`src/rtl/mux_arbiter_pkg.sv`:
```
// Shared constants, FSM state type and a one-hot helper for the
// round-robin mux arbiter.
package mux_arbiter_pkg;

   localparam int NREQ   = 8;
   localparam int DATA_W = 4;
   localparam int SEL_W  = 3;

   typedef enum logic {
      IDLE  = 1'b0,
      GRANT = 1'b1
   } state_t;

   // Expand a requester index into a one-hot requester vector.
   function automatic logic [NREQ-1:0] onehot(input logic [SEL_W-1:0] idx);
      logic [NREQ-1:0] v;
      v      = '0;
      v[idx] = 1'b1;
      return v;
   endfunction

endpackage

```
`src/rtl/rr_pick8.sv`:
```
// Combinational round-robin picker for eight requesters: the first set
// bit of req_masked found when scanning upward from ptr (wrapping at 7)
// wins. The vector is rotated so that ptr lands on bit 0, the lowest set
// bit of the rotated vector is located, and ptr is added back.
module rr_pick8 (
   input  logic [7:0] req_masked,
   input  logic [2:0] ptr,
   output logic       any,
   output logic [2:0] idx
);

   logic [7:0] rot;
   logic [2:0] off;

   // Rotate right by ptr, then priority-encode the lowest set bit.
   always_comb begin
      rot = (req_masked >> ptr) | (req_masked << (4'd8 - {1'b0, ptr}));
      off = 3'd0;
      for (int i = 7; i >= 0; i--) begin
         if (rot[i]) begin
            off = 3'(i);
         end
      end
      any = |req_masked;
      idx = ptr + off;
   end

endmodule

```
`src/rtl/mux_arbiter.sv`:
```
// Round-robin N:1 data mux with a valid/ready output handshake.
// Requesters hold req until they see their one-cycle ack pulse. A grant
// captures the winner's data into out_data and holds it until the
// downstream accepts; on acceptance the next winner (if any other
// requester is waiting) is presented on the very next cycle.
// Optional feature: define MUX_ARBITER_LOCK_EN to add the lock input,
// which lets the current owner keep the grant across handshakes.
module mux_arbiter #(
   parameter int NREQ   = 8,
   parameter int DATA_W = 4,
   parameter int SEL_W  = 3
) (
   input  logic                   clk,
   input  logic                   rst_n,
   input  logic [NREQ-1:0]        req,
   input  logic [NREQ*DATA_W-1:0] data,
   input  logic                   out_ready,
`ifdef MUX_ARBITER_LOCK_EN
   input  logic [NREQ-1:0]        lock,
`endif
   output logic                   out_valid,
   output logic [DATA_W-1:0]      out_data,
   output logic [SEL_W-1:0]       sel,
   output logic [NREQ-1:0]        ack,
   output logic                   busy
);

   import mux_arbiter_pkg::*;

   state_t              state;
   state_t              state_nxt;
   logic [SEL_W-1:0]    ptr;
   logic [SEL_W-1:0]    ptr_nxt;
   logic [SEL_W-1:0]    sel_nxt;
   logic [DATA_W-1:0]   data_nxt;
   logic                valid_nxt;
   logic [NREQ-1:0]     ack_nxt;

   logic [NREQ-1:0]     sel_onehot;
   logic [NREQ-1:0]     pick_req;
   logic [SEL_W-1:0]    pick_ptr;
   logic [SEL_W-1:0]    pick_idx;
   logic                pick_any;
   logic                relock;

   // Extract one requester's lane from the packed data bus.
   function automatic logic [DATA_W-1:0] lane(
      input logic [NREQ*DATA_W-1:0] bus,
      input logic [SEL_W-1:0]       idx
   );
      return bus[idx*DATA_W +: DATA_W];
   endfunction

   assign sel_onehot = onehot(sel);
   assign busy       = (state == GRANT);

`ifdef MUX_ARBITER_LOCK_EN
   // A locked owner that still requests keeps the grant at handshake.
   assign relock = lock[sel] & req[sel];
`else
   assign relock = 1'b0;
`endif

   // Picker inputs: in IDLE search from ptr over all requests; in GRANT
   // prepare the back-to-back winner, searching from sel+1 with the
   // current owner masked out so it cannot win twice in a row.
   always_comb begin
      if (state == GRANT) begin
         pick_req = req & ~sel_onehot;
         pick_ptr = sel + SEL_W'(1);
      end else begin
         pick_req = req;
         pick_ptr = ptr;
      end
   end

   rr_pick8 u_pick (
      .req_masked (pick_req),
      .ptr        (pick_ptr),
      .any        (pick_any),
      .idx        (pick_idx)
   );

   // Next-state and next-output logic for the IDLE/GRANT machine.
   always_comb begin
      state_nxt = state;
      ptr_nxt   = ptr;
      sel_nxt   = sel;
      data_nxt  = out_data;
      valid_nxt = out_valid;
      ack_nxt   = '0;
      case (state)
         IDLE: begin
            if (pick_any) begin
               state_nxt = GRANT;
               sel_nxt   = pick_idx;
               data_nxt  = lane(data, pick_idx);
               valid_nxt = 1'b1;
            end else begin
               sel_nxt   = '0;
               data_nxt  = '0;
               valid_nxt = 1'b0;
            end
         end
         GRANT: begin
            // Without out_ready everything holds; data/req changes are ignored.
            if (out_ready) begin
               ack_nxt = sel_onehot;
               if (relock) begin
                  // Same owner again: fresh data, pointer stays put.
                  data_nxt = lane(data, sel);
               end else begin
                  ptr_nxt = sel + SEL_W'(1);
                  if (pick_any) begin
                     sel_nxt  = pick_idx;
                     data_nxt = lane(data, pick_idx);
                  end else begin
                     state_nxt = IDLE;
                     sel_nxt   = '0;
                     data_nxt  = '0;
                     valid_nxt = 1'b0;
                  end
               end
            end
         end
         default: begin
            state_nxt = IDLE;
            sel_nxt   = '0;
            data_nxt  = '0;
            valid_nxt = 1'b0;
         end
      endcase
   end

   // State and output registers; reset aborts any grant without an ack.
   always_ff @(posedge clk) begin
      if (!rst_n) begin
         state     <= IDLE;
         ptr       <= '0;
         sel       <= '0;
         out_data  <= '0;
         out_valid <= 1'b0;
         ack       <= '0;
      end else begin
         state     <= state_nxt;
         ptr       <= ptr_nxt;
         sel       <= sel_nxt;
         out_data  <= data_nxt;
         out_valid <= valid_nxt;
         ack       <= ack_nxt;
      end
   end

   // An ack is a single requester and only follows an accepted transfer.
   ack_onehot: assert property (@(posedge clk) disable iff (!rst_n) $onehot0(ack));
   ack_after_xfer: assert property (@(posedge clk) disable iff (!rst_n)
      (ack != '0) |-> $past(out_valid && out_ready && rst_n));

endmodule

```
`config.mk`:
```
export PLATFORM = sky130hd
export DESIGN_NAME = mux_arbiter
export DESIGN_NICKNAME = d
export VERILOG_FILES = /design/src/rtl/mux_arbiter_pkg.sv /design/src/rtl/rr_pick8.sv /design/src/rtl/mux_arbiter.sv
export SDC_FILE = /design/constraint.sdc
export NUM_CORES = 1
export LEC_CHECK = 0
export ABC_AREA = 1
export BUFFER_PORTS_ARGS = -buffer_cell sky130_fd_sc_hd__clkbuf_2
export CAP_MARGIN = 10
export CELL_PAD_IN_SITES_DETAIL_PLACEMENT = 1
export CELL_PAD_IN_SITES_GLOBAL_PLACEMENT = 1
export CORE_ASPECT_RATIO = 0.7
export CORE_MARGIN = 4
export CORE_UTILIZATION = 38
export CTS_CLUSTER_SIZE = 20
export DETAILED_ROUTE_END_ITERATION = 10
export PLACE_DENSITY = 0.95
export RECOVER_POWER = 100
export SLEW_MARGIN = 20
export SYNTH_ARGS = -nofsm -noshare
export SYNTH_HDL_FRONTEND = slang
export SYNTH_HIERARCHICAL = 1
export SYNTH_SLANG_ARGS = --single-unit
```
`constraint.sdc`:
```
create_clock -name clk -period 5.7 [get_ports clk]
set_input_delay 0.285 -clock clk [delete_from_list [all_inputs] [get_ports clk]]
set_output_delay 0.285 -clock clk [all_outputs]
set_load 0.05 [all_outputs]
```
==> results of run 1 <==
## registers in the layout, indices dropped and copies added, names as in the netlist
register	flops
ack	8
busy	1
out_data	4
out_valid	1
ptr	3
sel	3
## layer usage
metal | wire length [um] | share of wire (%) | vias up
met5 | 0 | 0 | -
met4 | 84 | 1.2 | 0
met3 | 504 | 7.5 | 10
met2 | 3130 | 46 | 92
met1 | 3040 | 45 | 1100
li1 | - | - | 1172
## how the worst max path moves through the flow
stage,cells past startpoint,startpoint,slack [ps],end
floorplan,33,busy,1460,out_data[2]
global placement,26,busy,1120,out_data[1]
detailed placement,26,busy,830,out_data[1]
CTS,26,busy,790,out_data[1]
global route,26,busy,180,out_data[1]
finish,26,busy,690,out_data[1]
## power by group
group	switching [W]	total (W)	internal, W	leakage, nW
sequential	0.0000255	0.000190	0.000164	0.164
combinational	0.000786	0.00115	0.000360	1.16
clock	0.0000515	0.000145	0.0000938	0.0357
## per-stage QoR
step | setup WS [ps] | hold slack [ps]
after CTS | 790 | 364
after detailed placement | 826 | 474
after global routing | 180 | 396
after global placement | 1120 | 469
after floorplan | 1460 | 442
final | 692 | 374
## cell usage in the layout (no fill, tap or decap), drive strengths merged, types with 2 or more instances in the layout
| master | n |
|---|---|
| a21boi | 4 |
| a21oi | 6 |
| a31oi | 2 |
| clkbuf | 62 |
| dfxtp | 20 |
| ha | 3 |
| inv | 67 |
| nand2 | 137 |
| nand3 | 40 |
| nor2 | 27 |
| nor3 | 6 |
| nor4 | 2 |
| o21ai | 14 |
| o21bai | 2 |
| xor2 | 2 |
## kinds of logic after synthesis
family	count (synthesis)	share of synthesized area [%]
compound gates	31	9.39
simple gates	216	49.8
fa+ha+maj	4	2.79
flops	20	19.4
buf+inv	79	17.8
xor+xnor	2	0.848
## area by class of cell
cell class	instances	share of cell area, %
multi-input cells	253	53.9
clock buffers	3	1.73
repair buffers	60	11.8
flip-flops and latches	20	16.8
well taps	72	3.77
inverters	67	10.7
clock inverters	1	1.26
## critical path: cells and delay by family, from the launching register on
family                     cells  cell delay (ps)
AOI/OAI and AO/OA              4              830
adders and majority gates      3             1060
buffers and inverters          7             1260
DFF                            1              570
and+or+nand+nor               12             1180
==> summary.md, run 1 <==
| Metric | Value |
|---|---|
| DP HPWL | between 5000 and 6000 um |
| Core ar. | 5260 sq um |
| Post-Route WL | 6750 um |
| Die X | 96.1 um |
| Area growth, synth to finish | 15.6% |
| Die Y | between 60 and 70 um |
| Post_cts resized | 0 |
| I/O pins | 60 |
| Post-Synthesis Cells | 352 |
| Worst Tran Pin Value | 948 ps |
| Hold Path Class | in2reg |
| Fin crit period | between 5000 and 6000 ps |
| Post-DR vias/cell | 4.99 |
| Die footprint | 6700 sq um |
| Worst endpoint data arrival time | 5170 ps |
| Busiest grt layer | met2 |
| WL/cell | 14.2 um |
| Vias | approximately 2.4k |
| Total CTS buffers | 3 |
| Cells on Worst Hold Path | 3 |
| Antenna diodes | 0 |
| Final count of pins violating max slew | 0 |
| Hold EP | out_data[0] |
| Hold Vio Cnt, Final | 0 |
| Commonest register cell after synthesis | dfxtp_1 |
| Element type at the critical path end | flop |
| Root buffer cell | clkbuf_8 |
| Post-synth cell types | 40 |
| # port buffers | 59 |
| Vias in the first global route | between 2k and 2.5k |
| Area after DPL | 2350 sq um |
| Cts hold-fix bufs | 0 |
| Grt met2 use | 33.0% |
| Maxcap violations | 0 |
| Most frequent cell after synthesis | nand2_1 |
| Setup Skew | 5.78 ps |
| Mapped cell area | approximately 2100 sq um |
| Max-slew headroom | 36.1% |
| Overflow after GRT | 0 |
| Final setup vio count | 0 |
| Final Non-Filler Cells | 476 |
| Synth area leader | nand2_1 |
| Synth cell count leaders | 117 x nand2_1, 62 x inv_1, 37 x nand3_1, 22 x nor2_1, 20 x dfxtp_1 |
| FMAX | 200 MHz |
| Final GP Congestion | 1.00 |
| Syn_nets | 399 |
| Reg-to-reg endpoint | out_data[1] |
| Setup TNS | 0 ps |
| Worst VDD drop | approximately 0.00025 V |
| Top cells by area, synth | nand2_1 21%, dfxtp_1 19%, inv_1 11% |
| WP data required | 5860 ps |
| Nets@finish | about 450 |
| CTS tree | yes |
| Synth async-reset ratio | 0% |
| Placed Instances | 472 |
| Met1 Use GR | 28.0% |
| Sequential element share of the synthesized area | 19.4% |
| Crit Path Max Fanout | 11 |
| Final period util | between 80 and 90% |
| First-pass iteration count of the detailed router | 4 |
| Leakage | 1.36 nW |
| Flops & latches, synth | 20 |
| CTS sink cnt | 20 |
| Gr usage total | 20.5% |
| Row count | 22 |
| Initial Utilization | around two fifths |
| Power Total | roughly 0.0015 W |
| Final core occ | 45.4% |
| Reg2reg path depth | 26 |
| Global Route met3 Usage | 3.80% |
| Clk Latency, worst-skew pair | 260 ps |
| Initial antenna violation count | 0 |
| Post-synth EDFFs | 0 |
| Reg area | between 400 and 500 sq um |
| RSZ-0062 raised after global routing | false |
| Reg2reg start | busy |
| DRC Markers | 0 |
| Yosys warns | 6 |
| Synth top area share | 21.3% |
| Post-CTS Setup Bufs | 0 |
| Clk buf depth | 2 |
| Clock slew at reported path FFs | 80 ps |
| Hold path startpoint | rst_n |
| Largest net degree at the start of global routing | 19 |
| FILL cells | 771 |
| Area of the multi-input gates | 1290 sq um |
| Setup CP Type | reg2reg |
| Final instance area | 2390 sq um |
| Startpoint Class | flop |
| Mapped Avg Cell Area | 5.87 sq um |
| Layout cells sized above 1 | 20.5% |
| Most used cell, CP | nand2_1 |
| CTS H-Tree Depth | 1 |
| Slowest CP cell | dfxtp_1 |
| CP peak stage delay | about 570 ps |
| First-pass GRT wire length | 11,100 um |
| Antenna-violating nets left | 0 |
| PwrDens | 620 nW/um^2 |
| Initial DRC Count | ~180 |
| Reg2reg setup slack | 690 ps |
| Status | finished clean |
Note: power is estimated with default switching activity, not from simulation.
==> run 2, diff against run 1 <==
--- a/config.mk
+++ b/config.mk
@@ -12,10 +12,10 @@
 export CELL_PAD_IN_SITES_GLOBAL_PLACEMENT = 1
 export CORE_ASPECT_RATIO = 0.7
 export CORE_MARGIN = 4
-export CORE_UTILIZATION = 38
+export CORE_UTILIZATION = 29
 export CTS_CLUSTER_SIZE = 20
 export DETAILED_ROUTE_END_ITERATION = 10
-export PLACE_DENSITY = 0.95
+export PLACE_DENSITY = 0.8
 export RECOVER_POWER = 100
 export SLEW_MARGIN = 20
 export SYNTH_ARGS = -nofsm -noshare
==> constraint.sdc (replaced) <==
create_clock -name clk -period 5.7 [get_ports clk]
set_input_delay 1.14 -clock clk [delete_from_list [all_inputs] [get_ports clk]]
set_output_delay 1.14 -clock clk [all_outputs]
set_load 0.05 [all_outputs]
==> summary.md, run 2 (synthesis results as in run 1) <==
| Metric | Value |
|---|---|
| Leading cell types in the layout, fill and taps excluded | 117 x nand2_1, 62 x inv_1, 41 x clkbuf_2 |
| First-pass iteration count of the detailed router | 4 |
| Crit-path leading delay family | buffers and inverters |
| Uppermost layer routed | met4 |
| Initial antenna violation count | 0 |
| Clk Latency, worst-skew pair | 250 ps |
| Leakage | 1.35 nW |
| PwrDens | 593 nW/um^2 |
| Layout cells sized above 1 | between 20% and 30% |
| Met2 wire length | 2760 um |
| Met3 wire length | just under 400 um |
| Startpoint Class | flop |
| Register with the highest flop count | ack |
| Core ar. | between 6000 and 7000 sq um |
| Initial Utilization | 30.3% |
| Final period util | 87.0% |
| # port buffers | 59 |
| Fin crit period | approximately 5000 ps |
| Die Y | 78.6 um |
| Most used cell, CP | nand2_1 |
| Clock slew at reported path FFs | 70 ps |
| Hold path startpoint | ptr[2] |
| Status | finished clean |
| Cts hold-fix bufs | 0 |
| Antenna diodes | 0 |
| CP peak stage delay | 520 ps |
| Final GP Congestion | 0.911 |
| Post-CTS Setup Bufs | 0 |
| DRC Markers | 0 |
| Crit Path Max Fanout | 11 |
| M1 wire length | roughly 3300 um |
| Post-Route WL | about 6500 um |
| Post-DR vias/cell | approximately 4.5 |
| CTS tree | yes |
| Antenna-violating nets left | 0 |
| Reg2reg path depth | 26 |
| CTS H-Tree Depth | 1 |
| Element type at the critical path end | flop |
| Reg-to-reg endpoint | out_data[1] |
| Worst endpoint data arrival time | 5120 ps |
| FMAX | approximately 200 MHz |
| WL/cell | 13.0 um |
| Clk buf depth | 2 |
| Placed Instances | between 400 and 500 |
| Worst VDD drop | approximately 0.00020 V |
| Worst Tran Pin Value | between 800 and 900 ps |
| First-pass GRT wire length | between 10,000 and 15,000 um |
| Slowest CP cell | dfxtp_1 |
| Area growth, synth to finish | 16.1% |
| Die X | around 110 um |
| Vias | 2,260 |
| Die footprint | 8560 sq um |
| Final setup vio count | 0 |
| Setup Skew | 3.31 ps |
| Largest register FFs | 8 |
| RSZ-0062 raised after global routing | false |
| WP data required | 5860 ps |
| Final count of pins violating max slew | 0 |
| Power Total | about 0.0014 W |
| Total CTS buffers | 3 |
| Initial DRC Count | 84 |
| Max-slew headroom | 41.5% |
| Row count | 25 |
| DP HPWL | 5330 um |
| Regs by FF count | ack x8, out_data x4 |
| Setup CP Type | reg2reg |
| Hold Path Class | reg2reg |
| I/O pins | 60 |
| Root buffer cell | clkbuf_8 |
| CTS sink cnt | 20 |
| Hold EP | ptr[2] |
| Nets@finish | 452 |
| Reg2reg setup slack | 740 ps |
| Hold Vio Cnt, Final | 0 |
| Final Non-Filler Cells | 498 |
| Setup TNS | 0 ps |
| Buffers and inverters on the worst path | 7 |
| Gr usage total | 15.6% |
| Post_cts resized | 0 |
| Most common cell after layout, fill and taps aside | nand2_1 |
| Overflow after GRT | 0 |
| Largest net degree at the start of global routing | 19 |
| Reg2reg start | busy |
| Vias in the first global route | ~2.3k |
| Maxcap violations | 0 |
| Cells on Worst Hold Path | 2 |
run 2: where the power goes:
group | leakage [nW] | internal (W) | switching, W
clock network | 0.0288 | 0.0000614 | 0.0000443
registers | 0.164 | 0.000164 | 0.0000247
logic | 1.16 | 0.000360 | 0.000767
total | 1.35 | 0.000585 | 0.000836
run 2: worst min-delay path, stage by stage (launching register included):
cell and delay [ps]:
dfxtp_1 300, inv_1 60, o21ai_0 80
run 2: worst max path at each step:
stage | from | to | slack, ps | cells after the start
finish | busy | out_data[1] | 740 | 26
global route | busy | out_data[1] | 170 | 26
CTS | busy | out_data[1] | 790 | 26
detailed placement | busy | out_data[1] | 810 | 26
global placement | busy | out_data[1] | 1090 | 26
floorplan | busy | out_data[2] | 1460 | 33
run 2: area by class of cell:
type	count	area, sq um
Clock buffer	4	55.1
Multi-Input combinational cell	253	1290
Fill cell	970	4420
Timing Repair Buffer	60	280
Sequential cell	20	400
Inverter	67	256
Tap cell	94	118
run 2: through the flow:
stage	setup slack [ps]	utilization, %	cell area (sq um)	hold slack, ps
after floorplan	1460	-	2070	442
after global placement	1090	34.8	2370	466
after detailed placement	814	34.8	2370	475
after CTS	795	35.6	2430	485
after global routing	168	35.2	2400	517
final	739	35.2	2400	486
run 2: metal layers:
metal / up-vias / GRT usage [%]
met4: 0 / 0.883
met5: - / 0
met2: 62 / 23.8
met1: 1022 / 22.8
met3: 2 / 3.78
li1: 1174 / -
==> run 3, diff against run 2 <==
--- a/config.mk
+++ b/config.mk
@@ -15,7 +15,7 @@
 export CORE_UTILIZATION = 29
 export CTS_CLUSTER_SIZE = 20
 export DETAILED_ROUTE_END_ITERATION = 10
-export PLACE_DENSITY = 0.8
+export PLACE_DENSITY = 0.66
 export RECOVER_POWER = 100
 export SLEW_MARGIN = 20
 export SYNTH_ARGS = -nofsm -noshare
==> constraint.sdc (replaced) <==
create_clock -name clk -period 5.7 [get_ports clk]
set_input_delay 1.14 -clock clk [delete_from_list [all_inputs] [get_ports clk]]
set_output_delay 1.14 -clock clk [all_outputs]
set_load 0.02 [all_outputs]
==> summary.md, run 3 (synthesis results as in run 1) <==
| Metric | Value |
|---|---|
| Die Y | 78.6 um |
| Largest net degree at the start of global routing | 19 |
| Hold Path Class | reg2reg |
| RSZ-0062 raised after global routing | false |
| Vias | around 2.2k |
| # port buffers | between 50 and 60 |
| Antenna-violating nets left | 0 |
| Element type at the critical path end | flop |
| Setup TNS | 0 ps |
| Final Non-Filler Cells | 498 |
| Clk Latency, worst-skew pair | 260 ps |
| Final GP Congestion | a little under 0.9 |
| Register share of total power | 13.2% |
| Initial antenna violation count | 0 |
| Worst Tran Pin Value | 841 ps |
| Die footprint | 8560 sq um |
| Gr usage total | about 16% |
| Clock slew at reported path FFs | ~80 ps |
| Row count | 25 |
| Antenna diodes | 0 |
| Final count of pins violating max slew | 0 |
| Post_cts resized | 0 |
| DRC Markers | 0 |
| Post-DR vias/cell | about 4.5 |
| CTS tree | yes |
| Placed Instances | 494 |
| Regs by FF count | ack x8, out_data x4 |
| I/O pins | 60 |
| Core ar. | between 6000 and 7000 sq um |
| Hold Vio Cnt, Final | 0 |
| Most common cell after layout, fill and taps aside | nand2_1 |
| Fin crit period | 5010 ps |
| WP data required | approximately 5900 ps |
| Sw Pwr | 0.000809 W |
| Clk network pwr share | 9.9% |
| CTS sink cnt | 20 |
| Layout cells sized above 1 | 20.3% |
| Maxcap violations | 0 |
| Root buffer cell | clkbuf_8 |
| Final setup vio count | 0 |
| Largest register FFs | 8 |
| Post-Route WL | 6550 um |
| Vias in the first global route | 2,287 |
| Combinational share of power | 76.9% |
| Post-Place Setup Slack | 761 ps |
| Worst endpoint data arrival time | 5170 ps |
| Crit Path Max Fanout | 11 |
| Nets@finish | 452 |
| Worst VDD drop | about 0.00021 V |
| Post-CTS Setup Bufs | 0 |
| WHS | 485 ps |
| Switching part of the total | 56.7% |
| DP HPWL | 5560 um |
| PnR worst setup slack | around 700 ps |
| Register with the highest flop count | ack |
| Overflow after GRT | 0 |
| Area growth, synth to finish | 16.8% |
| Leading cell types in the layout, fill and taps excluded | 117 x nand2_1, 62 x inv_1, 41 x clkbuf_2 |
| Cell internal pwr | between 0.0006 and 0.0007 W |
| Status | finished clean |
| Setup Skew | about 2.3 ps |
| Final core occ | 35.4% |
| Cts hold-fix bufs | 0 |
| Initial Utilization | 30.3% |
| First-pass GRT wire length | 10,900 um |
| Initial DRC Count | 81 |
| Leakage | 1.36 nW |
| First-pass iteration count of the detailed router | 4 |
| Total CTS buffers | 3 |
| Max-slew headroom | 43.3% |
| FILL cells | ~1,000 |
| FMAX | around 200 MHz |
| WL/cell | 13.1 um |
| Clk buf depth | 2 |
| Setup CP Type | reg2reg |
| Final period util | 87.8% |
| CTS H-Tree Depth | 1 |
| Die X | 109 um |
| Startpoint Class | flop |
| PwrDens | 591 nW/um^2 |
## run 3: cell types whose count changed in the layout (fill, tap and decap cells not counted)
cell | previous run | this run
clkbuf_8 | 4 | 3
bufinv_16 | 0 | 1
## run 3: final cells by class
class | count | area (sq um) | share of cell area (%)
tap | 94 | 118 | 4.87
clock inverter | 1 | 30.0 | 1.24
timing repair buffer | 60 | 280 | 11.6
sequential | 20 | 400 | 16.6
multi-input combinational | 253 | 1290 | 53.3
inverter | 67 | 256 | 10.6
clock buffer | 3 | 41.3 | 1.71
## run 3: stage by stage
stage	power (W)	cell area, sq um
floorplan	0.00112	2070
global placement	0.00129	2370
detailed placement	0.00130	2370
CTS	0.00145	2450
global route	0.00161	2410
finish	0.00143	2410
## run 3: final timing paths
path / slack, ps / depth (start not counted) / to / from
worst max-delay path: 690 / 26 / out_data[1] / busy
worst min-delay path: 480 / 2 / ptr[1] / ptr[1]
worst max register to register: 690 / 26 / out_data[1] / busy
worst min register to register: 480 / 2 / ptr[1] / ptr[1]
## run 3: power groups by stage
stage	Combinational (W)	Clock, W	Sequential (W)
after floorplan	0.000921	0	0.000201
after global placement	0.00110	0	0.000192
after detailed placement	0.00111	0	0.000191
after CTS	0.00112	0.000145	0.000188
after global routing	0.00126	0.000152	0.000192
final	0.00110	0.000142	0.000188
## run 3: per-layer routing
metal	wire length [um]	up-vias	GRT usage, %
met5	0	-	0
met4	27	0	1.39
met3	408	4	3.04
met2	2680	56	23.9
met1	3430	1006	23.8
li1	-	1172	-
## run 3: critical path, cell delays in order, from the launching register on
cell      delay (ps)
dfxtp_1          560
inv_1            180
nor2_1           250
o21bai_1         420
inv_4            250
ha_1             480
inv_1            220
nand3_1          100
nand3_1          100
o21ai_0           80
a21oi_1          290
nand2_1           90
nand2_1           70
nand2_1           50
nand2_1           50
a21oi_1           60
ha_1             180
inv_1             60
fa_1             400
inv_1            290
inv_1            240
nand3_1          130
nand2_1           60
nand2_1          100
nand3_1           90
nand2_1           70
inv_1             40
